`src/rtl/waveform_meter_if.sv`:
```
// -----------------------------------------------------------------------------
// waveform_meter_if
//   Groups the sample stream and the measurement result of waveform_meter.
//   master : sample source / result consumer (drives ticks, samples, threshold)
//   slave  : the meter itself
//
//   sample_tick  one-cycle strobe qualifying sample_in
//   sample_in    waveform sample
//   threshold    rising-crossing level, read in every tick cycle
//   meas_valid   one-cycle pulse, new period/min/max available
//   period_out   ticks between consecutive rising crossings
//   min_out      minimum sample of the measured window
//   max_out      maximum sample of the measured window
//   timeout      one-cycle pulse, period counter saturated without a crossing
//   locked       high while an edge-to-edge window is being measured
//   sum_out      sum of the window samples (only with WAVEFORM_METER_SUM_EN)
//
// Optional feature macro: WAVEFORM_METER_SUM_EN
// -----------------------------------------------------------------------------
interface waveform_meter_if #(
  parameter int DATA_WIDTH = 8,
  parameter int CNT_WIDTH  = 16
);
  logic                  sample_tick;
  logic [DATA_WIDTH-1:0] sample_in;
  logic [DATA_WIDTH-1:0] threshold;
  logic                  meas_valid;
  logic [CNT_WIDTH-1:0]  period_out;
  logic [DATA_WIDTH-1:0] min_out;
  logic [DATA_WIDTH-1:0] max_out;
  logic                  timeout;
  logic                  locked;
`ifdef WAVEFORM_METER_SUM_EN
  logic [DATA_WIDTH+CNT_WIDTH-1:0] sum_out;
`endif

  modport master (
    output sample_tick, sample_in, threshold,
`ifdef WAVEFORM_METER_SUM_EN
    input  sum_out,
`endif
    input  meas_valid, period_out, min_out, max_out, timeout, locked
  );

  modport slave (
    input  sample_tick, sample_in, threshold,
`ifdef WAVEFORM_METER_SUM_EN
    output sum_out,
`endif
    output meas_valid, period_out, min_out, max_out, timeout, locked
  );
endinterface

```
`src/rtl/waveform_meter.sv`:
```
// -----------------------------------------------------------------------------
// waveform_meter
//   Measures an 8-bit waveform sampled on sample_tick: period (in ticks)
//   between rising threshold crossings, plus min/max over each period.
//   Rising crossings are qualified by hysteresis: the signal must first fall
//   to lo_lvl = threshold - HYST (saturating at 0) before a new crossing
//   counts. Used to check AWG frequency and amplitude in hardware.
//
// Ports:
//   ref_clk  system clock
//   rst      synchronous, active-high reset
//   bus      waveform_meter_if.slave (sample stream in, results out)
//
// Optional feature macro: WAVEFORM_METER_SUM_EN
//   Adds bus.sum_out, the unsigned sum of the window samples, published
//   together with period_out so software can compute the mean.
//
// state   | meaning
// --------+--------------------------------------------------------------
// S_SEEK  | waiting for a low sample so a full rising edge is seen
// S_ARMED | low seen, waiting for the first rising crossing
// S_HIGH  | window running, signal above hysteresis band
// S_LOW   | window running, signal has gone low; next crossing closes it
// -----------------------------------------------------------------------------
module waveform_meter #(
  parameter int DATA_WIDTH = 8,
  parameter int CNT_WIDTH  = 16,
  parameter int HYST       = 8
) (
  input logic             ref_clk,
  input logic             rst,
  waveform_meter_if.slave bus
);

  localparam int SUM_WIDTH = DATA_WIDTH + CNT_WIDTH;
  localparam logic [CNT_WIDTH-1:0]  CNT_MAX  = '1;
  localparam logic [CNT_WIDTH-1:0]  CNT_ONE  = CNT_WIDTH'(1);
  localparam logic [DATA_WIDTH:0]   HYST_EXT = (DATA_WIDTH+1)'(HYST);

  typedef enum logic [1:0] {
    S_SEEK  = 2'd0,
    S_ARMED = 2'd1,
    S_HIGH  = 2'd2,
    S_LOW   = 2'd3
  } state_t;

  state_t                state_q, state_d;
  logic [CNT_WIDTH-1:0]  cnt_q, cnt_d;
  logic [DATA_WIDTH-1:0] run_min_q, run_min_d;
  logic [DATA_WIDTH-1:0] run_max_q, run_max_d;
  logic [CNT_WIDTH-1:0]  period_q, period_d;
  logic [DATA_WIDTH-1:0] min_q, min_d;
  logic [DATA_WIDTH-1:0] max_q, max_d;
  logic                  meas_valid_q, meas_valid_d;
  logic                  timeout_q, timeout_d;
`ifdef WAVEFORM_METER_SUM_EN
  logic [SUM_WIDTH-1:0]  run_sum_q, run_sum_d;
  logic [SUM_WIDTH-1:0]  sum_q, sum_d;
`endif

  logic                  tick;
  logic [DATA_WIDTH-1:0] sample;
  logic [DATA_WIDTH-1:0] threshold;
  logic [DATA_WIDTH:0]   thr_ext;
  logic [DATA_WIDTH:0]   lo_diff;
  logic [DATA_WIDTH-1:0] lo_lvl;
  logic                  is_low;
  logic                  is_cross;
  logic                  cnt_sat;

  assign tick      = bus.sample_tick;
  assign sample    = bus.sample_in;
  assign threshold = bus.threshold;

  // One extra bit so threshold < HYST is detected instead of wrapping.
  assign thr_ext  = {1'b0, threshold};
  assign lo_diff  = thr_ext - HYST_EXT;
  assign lo_lvl   = (thr_ext >= HYST_EXT) ? lo_diff[DATA_WIDTH-1:0] : '0;
  assign is_low   = (sample <= lo_lvl);
  assign is_cross = (sample >= threshold);
  assign cnt_sat  = (cnt_q == CNT_MAX);

  always_ff @(posedge ref_clk) begin
    if (rst) begin
      state_q      <= S_SEEK;
      cnt_q        <= '0;
      run_min_q    <= '0;
      run_max_q    <= '0;
      period_q     <= '0;
      min_q        <= '0;
      max_q        <= '0;
      meas_valid_q <= 1'b0;
      timeout_q    <= 1'b0;
`ifdef WAVEFORM_METER_SUM_EN
      run_sum_q    <= '0;
      sum_q        <= '0;
`endif
    end else begin
      state_q      <= state_d;
      cnt_q        <= cnt_d;
      run_min_q    <= run_min_d;
      run_max_q    <= run_max_d;
      period_q     <= period_d;
      min_q        <= min_d;
      max_q        <= max_d;
      meas_valid_q <= meas_valid_d;
      timeout_q    <= timeout_d;
`ifdef WAVEFORM_METER_SUM_EN
      run_sum_q    <= run_sum_d;
      sum_q        <= sum_d;
`endif
    end
  end

  always_comb begin
    state_d      = state_q;
    cnt_d        = cnt_q;
    run_min_d    = run_min_q;
    run_max_d    = run_max_q;
    period_d     = period_q;
    min_d        = min_q;
    max_d        = max_q;
    meas_valid_d = 1'b0;
    timeout_d    = 1'b0;
`ifdef WAVEFORM_METER_SUM_EN
    run_sum_d    = run_sum_q;
    sum_d        = sum_q;
`endif

    if (tick) begin
      unique case (state_q)
        S_SEEK: begin
          if (is_low) state_d = S_ARMED;
        end

        S_ARMED: begin
          if (is_cross) begin
            state_d   = S_HIGH;
            cnt_d     = CNT_ONE;
            run_min_d = sample;
            run_max_d = sample;
`ifdef WAVEFORM_METER_SUM_EN
            run_sum_d = SUM_WIDTH'(sample);
`endif
          end
        end

        S_HIGH, S_LOW: begin
          if (state_q == S_LOW && is_cross) begin
            // Crossing B closes the window (A..B-1) and opens the next one
            // with B as its first sample.
            period_d     = cnt_q;
            min_d        = run_min_q;
            max_d        = run_max_q;
            meas_valid_d = 1'b1;
            state_d      = S_HIGH;
            cnt_d        = CNT_ONE;
            run_min_d    = sample;
            run_max_d    = sample;
`ifdef WAVEFORM_METER_SUM_EN
            sum_d        = run_sum_q;
            run_sum_d    = SUM_WIDTH'(sample);
`endif
          end else if (cnt_sat) begin
            // No room for another tick: drop the window, keep last results.
            timeout_d = 1'b1;
            state_d   = S_SEEK;
            cnt_d     = '0;
          end else begin
            cnt_d     = cnt_q + CNT_ONE;
            run_min_d = (sample < run_min_q) ? sample : run_min_q;
            run_max_d = (sample > run_max_q) ? sample : run_max_q;
`ifdef WAVEFORM_METER_SUM_EN
            run_sum_d = run_sum_q + SUM_WIDTH'(sample);
`endif
            // Re-crossing while high is not a new edge; only going low is.
            if (state_q == S_HIGH && is_low) state_d = S_LOW;
          end
        end

        default: state_d = S_SEEK;
      endcase
    end
  end

  assign bus.meas_valid = meas_valid_q;
  assign bus.timeout    = timeout_q;
  assign bus.period_out = period_q;
  assign bus.min_out    = min_q;
  assign bus.max_out    = max_q;
  assign bus.locked     = (state_q == S_HIGH) || (state_q == S_LOW);
`ifdef WAVEFORM_METER_SUM_EN
  assign bus.sum_out    = sum_q;
`endif

endmodule

```
`src/flat_wrapper.sv`:
```
// flat-port wrapper written by rule: the top's interface ports become plain ports
module waveform_meter_flat 
#(
  parameter int DATA_WIDTH = 8,
  parameter int CNT_WIDTH  = 16,
  parameter int HYST       = 8
)
  (ref_clk, rst, bus_sample_tick, bus_sample_in, bus_threshold, bus_meas_valid, bus_period_out, bus_min_out, bus_max_out, bus_timeout, bus_locked);
  waveform_meter_if #(.DATA_WIDTH(DATA_WIDTH), .CNT_WIDTH(CNT_WIDTH)) bus_i ();
  input logic ref_clk;
  input logic rst;
  input wire logic [$bits(bus_i.sample_tick)-1:0] bus_sample_tick;
  input wire logic [$bits(bus_i.sample_in)-1:0] bus_sample_in;
  input wire logic [$bits(bus_i.threshold)-1:0] bus_threshold;
  output wire logic [$bits(bus_i.meas_valid)-1:0] bus_meas_valid;
  output wire logic [$bits(bus_i.period_out)-1:0] bus_period_out;
  output wire logic [$bits(bus_i.min_out)-1:0] bus_min_out;
  output wire logic [$bits(bus_i.max_out)-1:0] bus_max_out;
  output wire logic [$bits(bus_i.timeout)-1:0] bus_timeout;
  output wire logic [$bits(bus_i.locked)-1:0] bus_locked;
  assign bus_i.sample_tick = bus_sample_tick;
  assign bus_i.sample_in = bus_sample_in;
  assign bus_i.threshold = bus_threshold;
  assign bus_meas_valid = bus_i.meas_valid;
  assign bus_period_out = bus_i.period_out;
  assign bus_min_out = bus_i.min_out;
  assign bus_max_out = bus_i.max_out;
  assign bus_timeout = bus_i.timeout;
  assign bus_locked = bus_i.locked;
  waveform_meter #(.DATA_WIDTH(DATA_WIDTH), .CNT_WIDTH(CNT_WIDTH), .HYST(HYST)) u_core (.ref_clk(ref_clk), .rst(rst), .bus(bus_i));
endmodule
```
`config.mk`:
```
export PLATFORM = sky130hd
export DESIGN_NAME = waveform_meter_flat
export DESIGN_NICKNAME = d
export VERILOG_FILES = /design/src/rtl/waveform_meter_if.sv /design/src/rtl/waveform_meter.sv /design/src/flat_wrapper.sv
export SDC_FILE = /design/constraint.sdc
export NUM_CORES = 1
export LEC_CHECK = 0
export ABC_AREA = 0
export CAP_MARGIN = 0
export CORE_ASPECT_RATIO = 0.5
export CORE_MARGIN = 4
export CORE_UTILIZATION = 45
export CTS_BUF_LIST = sky130_fd_sc_hd__clkbuf_2
export DETAILED_ROUTE_END_ITERATION = 8
export PLACE_DENSITY = 0.77
export SLEW_MARGIN = 30
export SYNTH_ARGS = -nofsm -noshare
export SYNTH_HDL_FRONTEND = slang
export SYNTH_SLANG_ARGS = --single-unit
```
`constraint.sdc`:
```
create_clock -name ref_clk -period 5.3 [get_ports ref_clk]
set_input_delay 1.06 -clock ref_clk [delete_from_list [all_inputs] [get_ports ref_clk]]
set_output_delay 1.06 -clock ref_clk [all_outputs]
set_load 0.05 [all_outputs]
```
# ---- Yosys cells after proc, flatten, opt, wreduce, memory -nomap -nowiden
# Cells that the tools add are included.
dict set report totals {
  out_inout_bits 35
  in_bits 19
  wordCells 63
  register_bits 68
}
dict set report op_classes {
  reduce_logical 13
  n_addsub 2
  n_eq_ne 10
  bitwise 2
  muxes 22
  order_cmp 5
}
# cell count
set ops {}
lappend ops {{$mux 8} 8}
lappend ops {{$mux 16} 3}
lappend ops {{$pmux 16 s2} 1}
lappend ops {{$pmux 8 s2} 2}
lappend ops {{$add 16x1->16 const B} 1}
lappend ops {{$eq 16x16->1 const B} 1}
lappend ops {{$mux 2} 5}
lappend ops {{$reduce_and 5->1} 2}
lappend ops {{$ge 8x4->1 const B} 1}
lappend ops {{$ge 8x8->1} 1}
lappend ops {{$gt 8x8->1} 1}
lappend ops {{$le 8x8->1} 1}
lappend ops {{$lt 8x8->1} 1}
lappend ops {{$sub 8x4->8 const B} 1}
lappend ops {{$ne 3x1->1 const B} 2}
lappend ops {{$pmux 2 s3} 1}
lappend ops {{$reduce_and 3->1} 2}
lappend ops {{$eq 2x2->1 const B} 2}
lappend ops {{$ne 2x1->1 const B} 2}
lappend ops {{$ne 4x1->1 const B} 1}
lappend ops {{$reduce_and 4->1} 1}
lappend ops {{$reduce_or 4->1} 1}
lappend ops {{$ne 3x3->1 const B} 1}
lappend ops {{$reduce_or 3->1} 1}
lappend ops {{other kinds (8)} 11}

# ---- Logic depth before layout (Yosys ltp)
# Gate-level depths: netlist of run 1.
dict set report logic_depth {
  ltp_word 8
  mapped_depth 11
}

# ---- Worst setup path after synthesis of run 1
# No wires, ideal clock.
dict set report synth_timing {
  path_kind {input -> register}
  start {input bus_threshold[3]}
  end {register u_core.state_q[0]}
  arrival_time_ns 2.779
  path_stages 11
  path_slack_ns 2.443
  path_cell_list {inv_1 -> nand2_1 -> or4_1 -> nand2_1 -> ha_1 -> nor2b_1 -> o211ai_1 -> a21oi_1 -> a211oi_1 -> nor4_1 -> nor3_1}
}
dict set report synth_via {
  elab_chain_cells 6
  elab_cells_between_ends 13
}
# item line_no
set synth_lines {}
lappend synth_lines {{start: declaration} flat_wrapper.sv:14} ;# input wire logic [$bits(bus_i.threshold)-1:0] bus_threshold;
lappend synth_lines {{$sub 8x4->8 or $ge 8x4->1 (tied branches)} {waveform_meter.sv:77, waveform_meter.sv:78}}
lappend synth_lines {{$mux 8} waveform_meter.sv:78} ;# assign lo_lvl = (thr_ext >= HYST_EXT) ? lo_diff[DATA_WIDTH-1:0] : '0;
lappend synth_lines {{$le 8x8->1} waveform_meter.sv:79} ;# assign is_low = (sample <= lo_lvl);
lappend synth_lines {{$logic_and 1x1->1} waveform_meter.sv:177} ;# if (state_q == S_HIGH && is_low) state_d = S_LOW;
lappend synth_lines {{$ne 4x1->1 (no source line)} --}
lappend synth_lines {{$reduce_and 4->1 (no source line)} --}
lappend synth_lines {{end signal: assignment} waveform_meter.sv:99} ;# state_q <= state_d;
lappend synth_lines {{end: declaration} waveform_meter.sv:47} ;# state_t state_q, state_d;
# Parallel ways exist; a longest one is shown, timed or not.
# A chain may end at the register's enable or synchronous reset.

# ---- Final worst setup path of run 1
dict set report layout_timing {
  start {input bus_sample_in[5]}
  end {register u_core.max_q[7], in the netlist u_core.bus.max_out[7]}
}
dict set report layout_via {
  elab_chain_cells 3
}
# item line_no
set layout_lines {}
lappend layout_lines {{start: declaration} flat_wrapper.sv:13} ;# input wire logic [$bits(bus_i.sample_in)-1:0] bus_sample_in;
lappend layout_lines {{$ge 8x8->1} waveform_meter.sv:80} ;# assign is_cross = (sample >= threshold);
lappend layout_lines {{$logic_and 1x1->1} waveform_meter.sv:149} ;# if (state_q == S_LOW && is_cross) begin
lappend layout_lines {{$reduce_and 3->1 (no source line)} --}
lappend layout_lines {{end signal: assignment} waveform_meter.sv:105} ;# max_q <= max_d;
lappend layout_lines {{end: declaration} waveform_meter.sv:53} ;# logic [DATA_WIDTH-1:0] max_q, max_d;
# No other way between the ends.

==> impl_metrics.csv, run 1 <==
group,metric,value,unit
timing,setup_violations,0,
routing,wl_per_cell,13.1,microns
clocking,root_buffer,"clkbuf_2",
die,die-area,9430,sq um
routing,antenna_left,0,
cells_and_area,finalNetCount,523,
critical_path,critPathMaxFanout,19,
timing,rsz0062_at_grt,"no",
critical_path,cp.arrival,4.12,ns
placed_design,place_hpwl,5.58,mm
pwr,power_frac_seq,57.0,%
die,chipWidth,133,microns
critical_path,critPathCaptureType,"flip-flop",
clocking,insertion_delay,0.49,ns
cells_and_area,final_cell_mix,"nand2_1 (97), dfxtp_1 (68), clkdlybuf4s50_1 (53)",
timing,skew,0.0178,ns
grt,grt_max_degree,48,
cells_and_area,antennaDiodeCount,0,
placed_design,io_buffers,53,
die,top_level_ports,54,
timing,hold_viol_final,0,
clocking,cts_hold_buf,0,
synth,syn-num-nets,477,
pwr,internal_power,0.000674,W
die,coreArea,7490,sq um
cells_and_area,layout_commonest_cell,"nand2_1",
cells_and_area,ff_latch_area,1360,sq um
routing,vias,2980,
synth,syn-cell-area,3540,sq um
pwr,clockPowerShare,31.2,%
synth,async_flop_share,0,%
synth,synth-edff-count,0,
pwr,ir_drop,0.000119,V
timing,tns,0,ns
critical_path,startpoint,"bus_sample_in[5]",
synth,ys.flop_type,"dfxtp_1",
placed_design,gp_congestion,0.855,
pwr,sw_frac_of_total,26.5,%
die,die_y,70.7,microns
status,run_status,"completed",
clocking,cts_tree,"yes",
routing,drt_first_pass_iters,4,
routing,finalWirelength,7.66,mm
clocking,numClockSinks,68,
grt,grt_pass1_wl,13.3,mm
timing,layout_worst_path_cycle_share,69.4,%
timing,fin_ws,1.62,ns
critical_path,reg2reg_to,"u_core.bus.max_out[7]$_SDFFE_PP0P_",
die,num_rows,22,
clocking,cts_setup_buffers,0,
min_path,worstHoldStart,"u_core.bus.period_out[5]$_SDFFE_PP0P_",
critical_path,cp-start-kind,"primary input",
clocking,cts_buffer_depth,2,
min_path,hold_path_depth,2,
synth,avgSynthCellArea,8.32,sq um
placed_design,place_inst,568,
synth,synth_cells,425,
routing,viasPerCell,5.10,
pwr,power_density,218,nW/um^2
clocking,cts-buffers-inserted,9,
pwr,switchingPower,0.000243,W
placed_design,dp_slack,1.17,ns
cells_and_area,final_cell_count_no_fill,584,
cells_and_area,syn2layout_area_growth,18.9,%
synth,ys_seq_area_share,38.5,%
clocking,clkTransAtPathRegs,0.18,ns
die,start_util,47.2,%
pwr,leakagePower,1.58,nW
synth,synth_warnings,0,
grt,grtUsageTotal,17.2,%
cells_and_area,drive_gt1_share,4.83,%
grt,grt_pass1_vias,2849,
clocking,h-tree-depth,3,
critical_path,required,5.74,ns
timing,period_needed,3.68,ns
timing,holdWs,0.464,ns
min_path,min-delay-path-class,"reg2reg",
cells_and_area,fill_cells,703,
cells_and_area,multi_input_area,1950,sq um
critical_path,path_class,"in2reg",
synth,synth.distinct_cells,39,
routing,post-route-drc-count,0,
flow_run,maxCapViolations,0,
grt,antenna_found_initial,0,
timing,tightest_slew,0.796,ns
critical_path,reg2reg_from,"u_core.state_q[0]$_SDFFE_PP0P_",
min_path,holdPathEnd,"u_core.bus.period_out[5]$_SDFFE_PP0P_",
clocking,postCtsResizedCells,0,
timing,drv_slew,0,
routing,first_iter_violations,149,
critical_path,r2r_setup_slack,2.88,ns
synth,ys_seq_elements,68,
timing,fmax,272,MHz
pwr,total_power,0.000917,W
critical_path,reg2reg_depth,6,
timing,slew_headroom,46.9,%
pwr,p_comb_share,11.8,%
grt,overflow,0,
-- layer usage --
metal / global-route usage, % / up-vias / routed length, microns
met1: 21.8 / 1364 / 3660
met3: 4.83 / 9 / 332
li1: - / 1554 / -
met2: 28.6 / 53 / 3570
met4: 5.82 / 0 / 94
met5: 0 / - / 0
-- cell families (layout without fill, tap and decap cells) --
family | count (synthesis) | in the layout | synth area share (%)
xor+xnor | 10 | 10 | 2.48
mux | 17 | 17 | 4.81
flops | 68 | 68 | 38.5
buf+inv | 47 | 98 | 6.48
compound gates | 83 | 83 | 15.4
fa+ha+maj | 33 | 33 | 11.7
simple gates | 167 | 167 | 20.6
-- how the worst max path moves through the flow --
stage,endpoint,slack (ns)
5_1_grt,u_core.bus.max_out[7]$_SDFFE_PP0P_,1.45
6_report,u_core.bus.max_out[7]$_SDFFE_PP0P_,1.62
3_5_place_dp,u_core.bus.min_out[5]$_SDFFE_PP0P_,1.17
2_1_floorplan,u_core.state_q[0]$_SDFFE_PP0P_,2.44
4_1_cts,u_core.bus.max_out[7]$_SDFFE_PP0P_,1.70
3_3_place_gp,u_core.bus.period_out[12]$_SDFFE_PP0P_,1.20
-- power groups by stage --
stage	clock, W	combinational [W]	sequential [W]
floorplan	0	0.0000732	0.000530
global placement	0	0.000105	0.000533
detailed placement	0	0.000106	0.000533
CTS	0.000297	0.000108	0.000523
global route	0.000325	0.000122	0.000524
finish	0.000286	0.000108	0.000523
-- cells in the mapped netlist, types with 3 or more instances --
| cell | count | share of area [%] |
|---|---|---|
| nand2_1 | 97 | 10 |
| buf_6 | 4 | 1.3 |
| clkbuf_1 | 10 | 1.1 |
| nand4_1 | 6 | 1.1 |
| o211ai_1 | 7 | 1.5 |
| and2_1 | 3 | 0.53 |
| ha_1 | 33 | 12 |
| or4_1 | 5 | 1.1 |
| buf_4 | 5 | 1.1 |
| buf_2 | 3 | 0.42 |
| inv_1 | 25 | 2.7 |
| a21oi_1 | 45 | 6.4 |
| nand3_1 | 4 | 0.57 |
| o21a_1 | 4 | 0.85 |
| nor2_1 | 29 | 3.1 |
| dfxtp_1 | 68 | 38 |
| nand2b_1 | 3 | 0.53 |
| o2111ai_1 | 6 | 1.5 |
| nor4_1 | 3 | 0.53 |
| o31ai_1 | 3 | 0.64 |
| nor3_1 | 4 | 0.57 |
| and3_1 | 6 | 1.1 |
| xor2_1 | 10 | 2.5 |
| mux2i_1 | 17 | 4.8 |
| o21ai_0 | 6 | 0.85 |
-- stage by stage --
stage	util [%]	area (sq um)
finish	56.1	4200
global route	56.1	4200
CTS	56.1	4200
detailed placement	54.7	4100
global placement	54.7	4100
floorplan	-	3540
-- area by class of cell --
type / instances / share of cell area, %
Multi-Input combinational cell: 310 / 46.3
Clock inverter: 5 / 1.25
Sequential cell: 68 / 32.4
Inverter: 25 / 2.23
Tap cell: 108 / 3.21
Clock buffer: 11 / 1.31
Timing Repair Buffer: 57 / 13.3
-- registers in the layout, summed over array words and instances, names as in the netlist --
| name | cells |
|---|---|
| u_core.bus.max_out | 8 |
| u_core.bus.meas_valid | 1 |
| u_core.bus.min_out | 8 |
| u_core.bus.period_out | 16 |
| u_core.bus.timeout | 1 |
| u_core.cnt_q | 16 |
| u_core.run_max_q | 8 |
| u_core.run_min_q | 8 |
| u_core.state_q | 2 |
-- worst max-delay path, cell delays in order --
cell,delay (ns)
clkdlybuf4s50_1,0.57
ha_1,0.38
a41o_1,0.16
nand2_1,0.08
o31ai_4,0.65
and3_1,0.65
buf_4,0.33
nand2_1,0.09
a21oi_1,0.14
(Power assumes the default switching activity.)
==> run 2: changes to the inputs <==
- PLACE_DENSITY: 0.77 -> 0.8
- clock period: 5.3 -> 3.09 ns (I/O delays scaled with it)
==> impl_metrics.csv, run 2 (synthesis gave the netlist of run 1 again) <==
group,metric,value,unit
clocking,cts-buffers-inserted,9,
timing,fmax,371,MHz
grt,overflow,0,
routing,first_iter_violations,220,
grt,grt_pass1_wl,13.7,mm
placed_design,place_hpwl,6.12,mm
timing,skew,0.0312,ns
clocking,postCtsResizedCells,0,
die,start_util,47.2,%
timing,rsz0062_at_grt,"no",
grt,grt_pass1_vias,2957,
clocking,cts_hold_buf,0,
clocking,cts_buffer_depth,2,
critical_path,cp.arrival,3.09,ns
cells_and_area,finalNetCount,541,
die,die_y,70.7,microns
timing,hold_viol_final,0,
timing,setup_violations,0,
routing,post-route-drc-count,0,
cells_and_area,final_cell_count_no_fill,602,
pwr,total_power,0.00159,W
critical_path,critPathCaptureType,"flip-flop",
timing,period_needed,2.70,ns
timing,drv_slew,0,
cells_and_area,drive_gt1_share,8.50,%
die,num_rows,22,
clocking,insertion_delay,0.50,ns
critical_path,slowest_stage,"clkdlybuf4s50_1",
routing,finalWirelength,8.03,mm
clocking,cts_setup_buffers,0,
clocking,clkTransAtPathRegs,0.18,ns
status,run_status,"completed",
pwr,power_density,365,nW/um^2
placed_design,place_inst,586,
routing,wl_per_cell,13.3,microns
routing,viasPerCell,5.11,
clocking,numClockSinks,68,
critical_path,path_class,"in2reg",
timing,fin_ws,0.393,ns
critical_path,required,3.48,ns
die,die-area,9430,sq um
cells_and_area,layout_commonest_cell,"nand2_1",
die,top_level_ports,54,
placed_design,io_buffers,53,
cells_and_area,antennaDiodeCount,0,
timing,tns,0,ns
cells_and_area,syn2layout_area_growth,23.4,%
clocking,cts_tree,"yes",
critical_path,crit_chain,"clkdlybuf4s50_1 > ha_1 > a41o_1 > nand2_1 > o31ai_4 > a32o_1 > mux2i_1 > nor2_1",
cells_and_area,final_cell_mix,"nand2_1 (97), dfxtp_1 (68), clkdlybuf4s50_1 (53)",
flow_run,maxCapViolations,0,
routing,antenna_left,0,
die,chipWidth,133,microns
timing,tightest_slew,0.528,ns
clocking,h-tree-depth,3,
critical_path,critPathMaxFanout,10,
critical_path,cp-start-kind,"primary input",
pwr,ir_drop,0.000181,V
grt,antenna_found_initial,0,
clocking,root_buffer,"clkbuf_2",
die,coreArea,7490,sq um
grt,grt_max_degree,47,
critical_path,slowest_delay,0.55,ns
placed_design,dp_slack,-0.106,ns
pwr,leakagePower,1.67,nW
min_path,min-delay-path-class,"reg2reg",
routing,drt_first_pass_iters,4,
timing,layout_worst_path_cycle_share,87.3,%
grt,grtUsageTotal,17.6,%
timing,slew_headroom,64.7,%
routing,vias,3076,
placed_design,gp_congestion,0.842,
[run 2: cell count changes in the layout (fill, tap and decap cells not counted)]
cell,delta
buf_4,+16
buf_12,+2
clkinv_1,-1
clkinv_2,+1
clkinv_4,-1
clkinvlp_4,+1
[run 2: layout make-up]
type                       count  area (sq um)
sequential                    68          1360
fill                         685          3120
multi-input combinational    310          1950
timing repair buffer          75           721
clock inverter                 5          52.6
inverter                      25          93.8
tap                          108           135
clock buffer                  11          55.1
[run 2: worst max-delay path, delay by kind of cell]
| family | cells | cell delay (ns) |
|---|---|---|
| AND/OR/NAND/NOR | 2 | 0.13 |
| adder cells (fa/ha/maj) | 1 | 0.37 |
| multiplexers | 1 | 0.26 |
| buffers and inverters | 1 | 0.55 |
| AO/OA/AOI/OAI | 3 | 1.15 |
[run 2: layer usage]
metal | wire [microns] | track usage (%) | vias to the layer above
li1 | - | - | 1594
met1 | 3740 | 22.8 | 1410
met2 | 3840 | 30.1 | 63
met3 | 377 | 4.19 | 9
met4 | 73 | 4.10 | 0
met5 | 0 | 0 | -
[run 2: path summary, 6_finish.rpt]
path,cells after the start,start,end,slack (ns)
worst max-delay path,8,bus_sample_in[5],u_core.run_min_q[5]$_SDFFE_PP0P_,0.39
worst min-delay path,2,u_core.bus.period_out[1]$_SDFFE_PP0P_,u_core.bus.period_out[1]$_SDFFE_PP0P_,0.46
worst max register to register,8,u_core.cnt_q[0]$_SDFFE_PP0P_,u_core.cnt_q[5]$_SDFFE_PP0P_,0.86
worst min register to register,2,u_core.bus.period_out[1]$_SDFFE_PP0P_,u_core.bus.period_out[1]$_SDFFE_PP0P_,0.46
[run 2: per-stage QoR]
stage	utilization (%)	area, sq um	hold slack (ns)
2_1_floorplan	-	3540	0.444
3_3_place_gp	56.9	4260	0.443
3_5_place_dp	56.9	4260	0.445
4_1_cts	58.3	4360	0.467
5_1_grt	58.3	4360	0.486
6_report	58.3	4360	0.463
[run 2: power breakdown]
part | switching, W | leakage [nW] | internal (W)
clock network | 0.000303 | 0.0717 | 0.000190
registers | 0.00000835 | 0.548 | 0.000887
logic | 0.000111 | 1.05 | 0.0000944
==> run 3: changes to the inputs <==
- CAP_MARGIN: 0 -> not set
- CORE_ASPECT_RATIO: 0.5 -> 0.6
==> impl_metrics.csv, run 3 (synthesis gave the netlist of run 1 again) <==
group,metric,value,unit
grt,grt_pass1_vias,3083,
clocking,cts-buffers-inserted,9,
timing,fmax,374,MHz
timing,skew,0.0328,ns
placed_design,place_inst,578,
clocking,insertion_delay,0.53,ns
timing,period_needed,2.67,ns
routing,viasPerCell,5.35,
die,coreArea,7450,sq um
clocking,cts_buffer_depth,2,
placed_design,place_hpwl,6.54,mm
cells_and_area,syn2layout_area_growth,21.0,%
die,top_level_ports,54,
cells_and_area,finalNetCount,537,
placed_design,dpl_cell_area,4210,sq um
timing,slew_headroom,65.0,%
cells_and_area,ff_latch_area,1360,sq um
timing,fin_ws,0.415,ns
routing,first_iter_violations,187,
routing,vias,3166,
min_path,min-delay-path-class,"reg2reg",
clocking,cts_setup_buffers,0,
critical_path,path_class,"in2reg",
routing,drt_first_pass_iters,4,
clocking,h-tree-depth,3,
die,num_rows,24,
critical_path,cp.arrival,3.15,ns
cells_and_area,antennaDiodeCount,0,
flow_run,maxCapViolations,0,
clocking,postCtsResizedCells,0,
timing,tightest_slew,0.524,ns
timing,setup_violations,0,
pwr,ir_drop,0.000231,V
grt,grt_pass1_wl,14.5,mm
clocking,cts_tree,"yes",
grt,antenna_found_initial,0,
critical_path,critPathMaxFanout,6,
routing,wl_per_cell,14.8,microns
timing,hold_viol_final,0,
clocking,numClockSinks,68,
cells_and_area,final_cell_mix,"nand2_1 (97), dfxtp_1 (68), clkdlybuf4s50_1 (53)",
routing,post-route-drc-count,0,
cells_and_area,fill_cells,699,
die,start_util,47.5,%
critical_path,required,3.56,ns
pwr,total_power,0.00149,W
routing,wl_met2,3.86,mm
placed_design,io_buffers,53,
cells_and_area,final_util,57.4,%
pwr,leakagePower,1.63,nW
timing,rsz0062_at_grt,"no",
timing,layout_worst_path_cycle_share,86.6,%
grt,grtUsageTotal,19.4,%
timing,drv_slew,0,
cells_and_area,drive_gt1_share,7.17,%
status,run_status,"completed",
die,die_y,76.7,microns
clocking,cts_hold_buf,0,
cells_and_area,final_cell_count_no_fill,592,
routing,highest_layer,"met4",
grt,overflow,0,
clocking,clkTransAtPathRegs,0.19,ns
routing,finalWirelength,8.78,mm
placed_design,gp_congestion,0.886,
die,die-area,9390,sq um
cells_and_area,multi_input_area,1950,sq um
routing,wl_met3,464,microns
critical_path,cp-start-kind,"primary input",
routing,wl_met1,4.27,mm
critical_path,critPathCaptureType,"flip-flop",
clocking,root_buffer,"clkbuf_2",
routing,antenna_left,0,
cells_and_area,stdcell_area,4280,sq um
die,chipWidth,122,microns
cells_and_area,layout_commonest_cell,"nand2_1",
placed_design,dp_slack,-0.0805,ns
grt,grt_max_degree,47,
pwr,power_density,349,nW/um^2
run 3: cell count changes in the layout (fill, tap and decap cells not counted), sizes merged:
| cell | before | now |
|---|---|---|
| clkbuf | 11 | 10 |
| clkinv | 3 | 4 |
| buf | 22 | 18 |
| bufinv | 1 | 0 |
| clkinvlp | 1 | 0 |
run 3: layout make-up:
cell class | count | share of cell area (%)
clock buffer | 10 | 1.17
clock inverter | 4 | 0.439
inverter | 25 | 2.19
multi-input combinational | 310 | 45.5
sequential | 68 | 31.8
tap | 104 | 3.04
timing repair buffer | 71 | 15.9
run 3: report_power, final:
group | internal [W] | switching, W
sequential | 0.000886 | 0.00000746
clock | 0.0000940 | 0.000300
combinational | 0.0000916 | 0.000115
run 3: per-layer routing:
metal | track usage [%] | vias up
li1 | - | 1587
met5 | 0 | -
met1 | 26.1 | 1468
met4 | 7.71 | 0
met3 | 5.96 | 21
met2 | 29.0 | 90
run 3: critical path: stages:
cell and delay [ns]:
clkdlybuf4s50_1 0.41, inv_1 0.15, nand2_1 0.11, or4_1 0.52
nand2_1 0.13, ha_1 0.26, nor2b_1 0.14, o211ai_1 0.16
a21oi_1 0.09, a211oi_1 0.29, nor4_1 0.09, nor3_1 0.17
run 3: metrics by stage:
step | setup TNS [ns] | hold slack (ns)
after global placement | 0 | 0.445
final | 0 | 0.462
after floorplan | 0 | 0.444
after detailed placement | -0.179 | 0.448
after global routing | 0 | 0.489
after CTS | 0 | 0.469
run 3: path summary, 6_finish.rpt:
| kind | from | to | slack [ns] | cells after the start |
|---|---|---|---|---|
| min | u_core.run_max_q[1]$_SDFFE_PP0P_ | u_core.bus.max_out[1]$_SDFFE_PP0P_ | 0.46 | 2 |
| min reg2reg | u_core.run_max_q[1]$_SDFFE_PP0P_ | u_core.bus.max_out[1]$_SDFFE_PP0P_ | 0.46 | 2 |
| max reg2reg | u_core.cnt_q[0]$_SDFFE_PP0P_ | u_core.run_min_q[2]$_SDFFE_PP0P_ | 0.85 | 7 |
| max | bus_threshold[3] | u_core.state_q[0]$_SDFFE_PP0P_ | 0.42 | 12 |
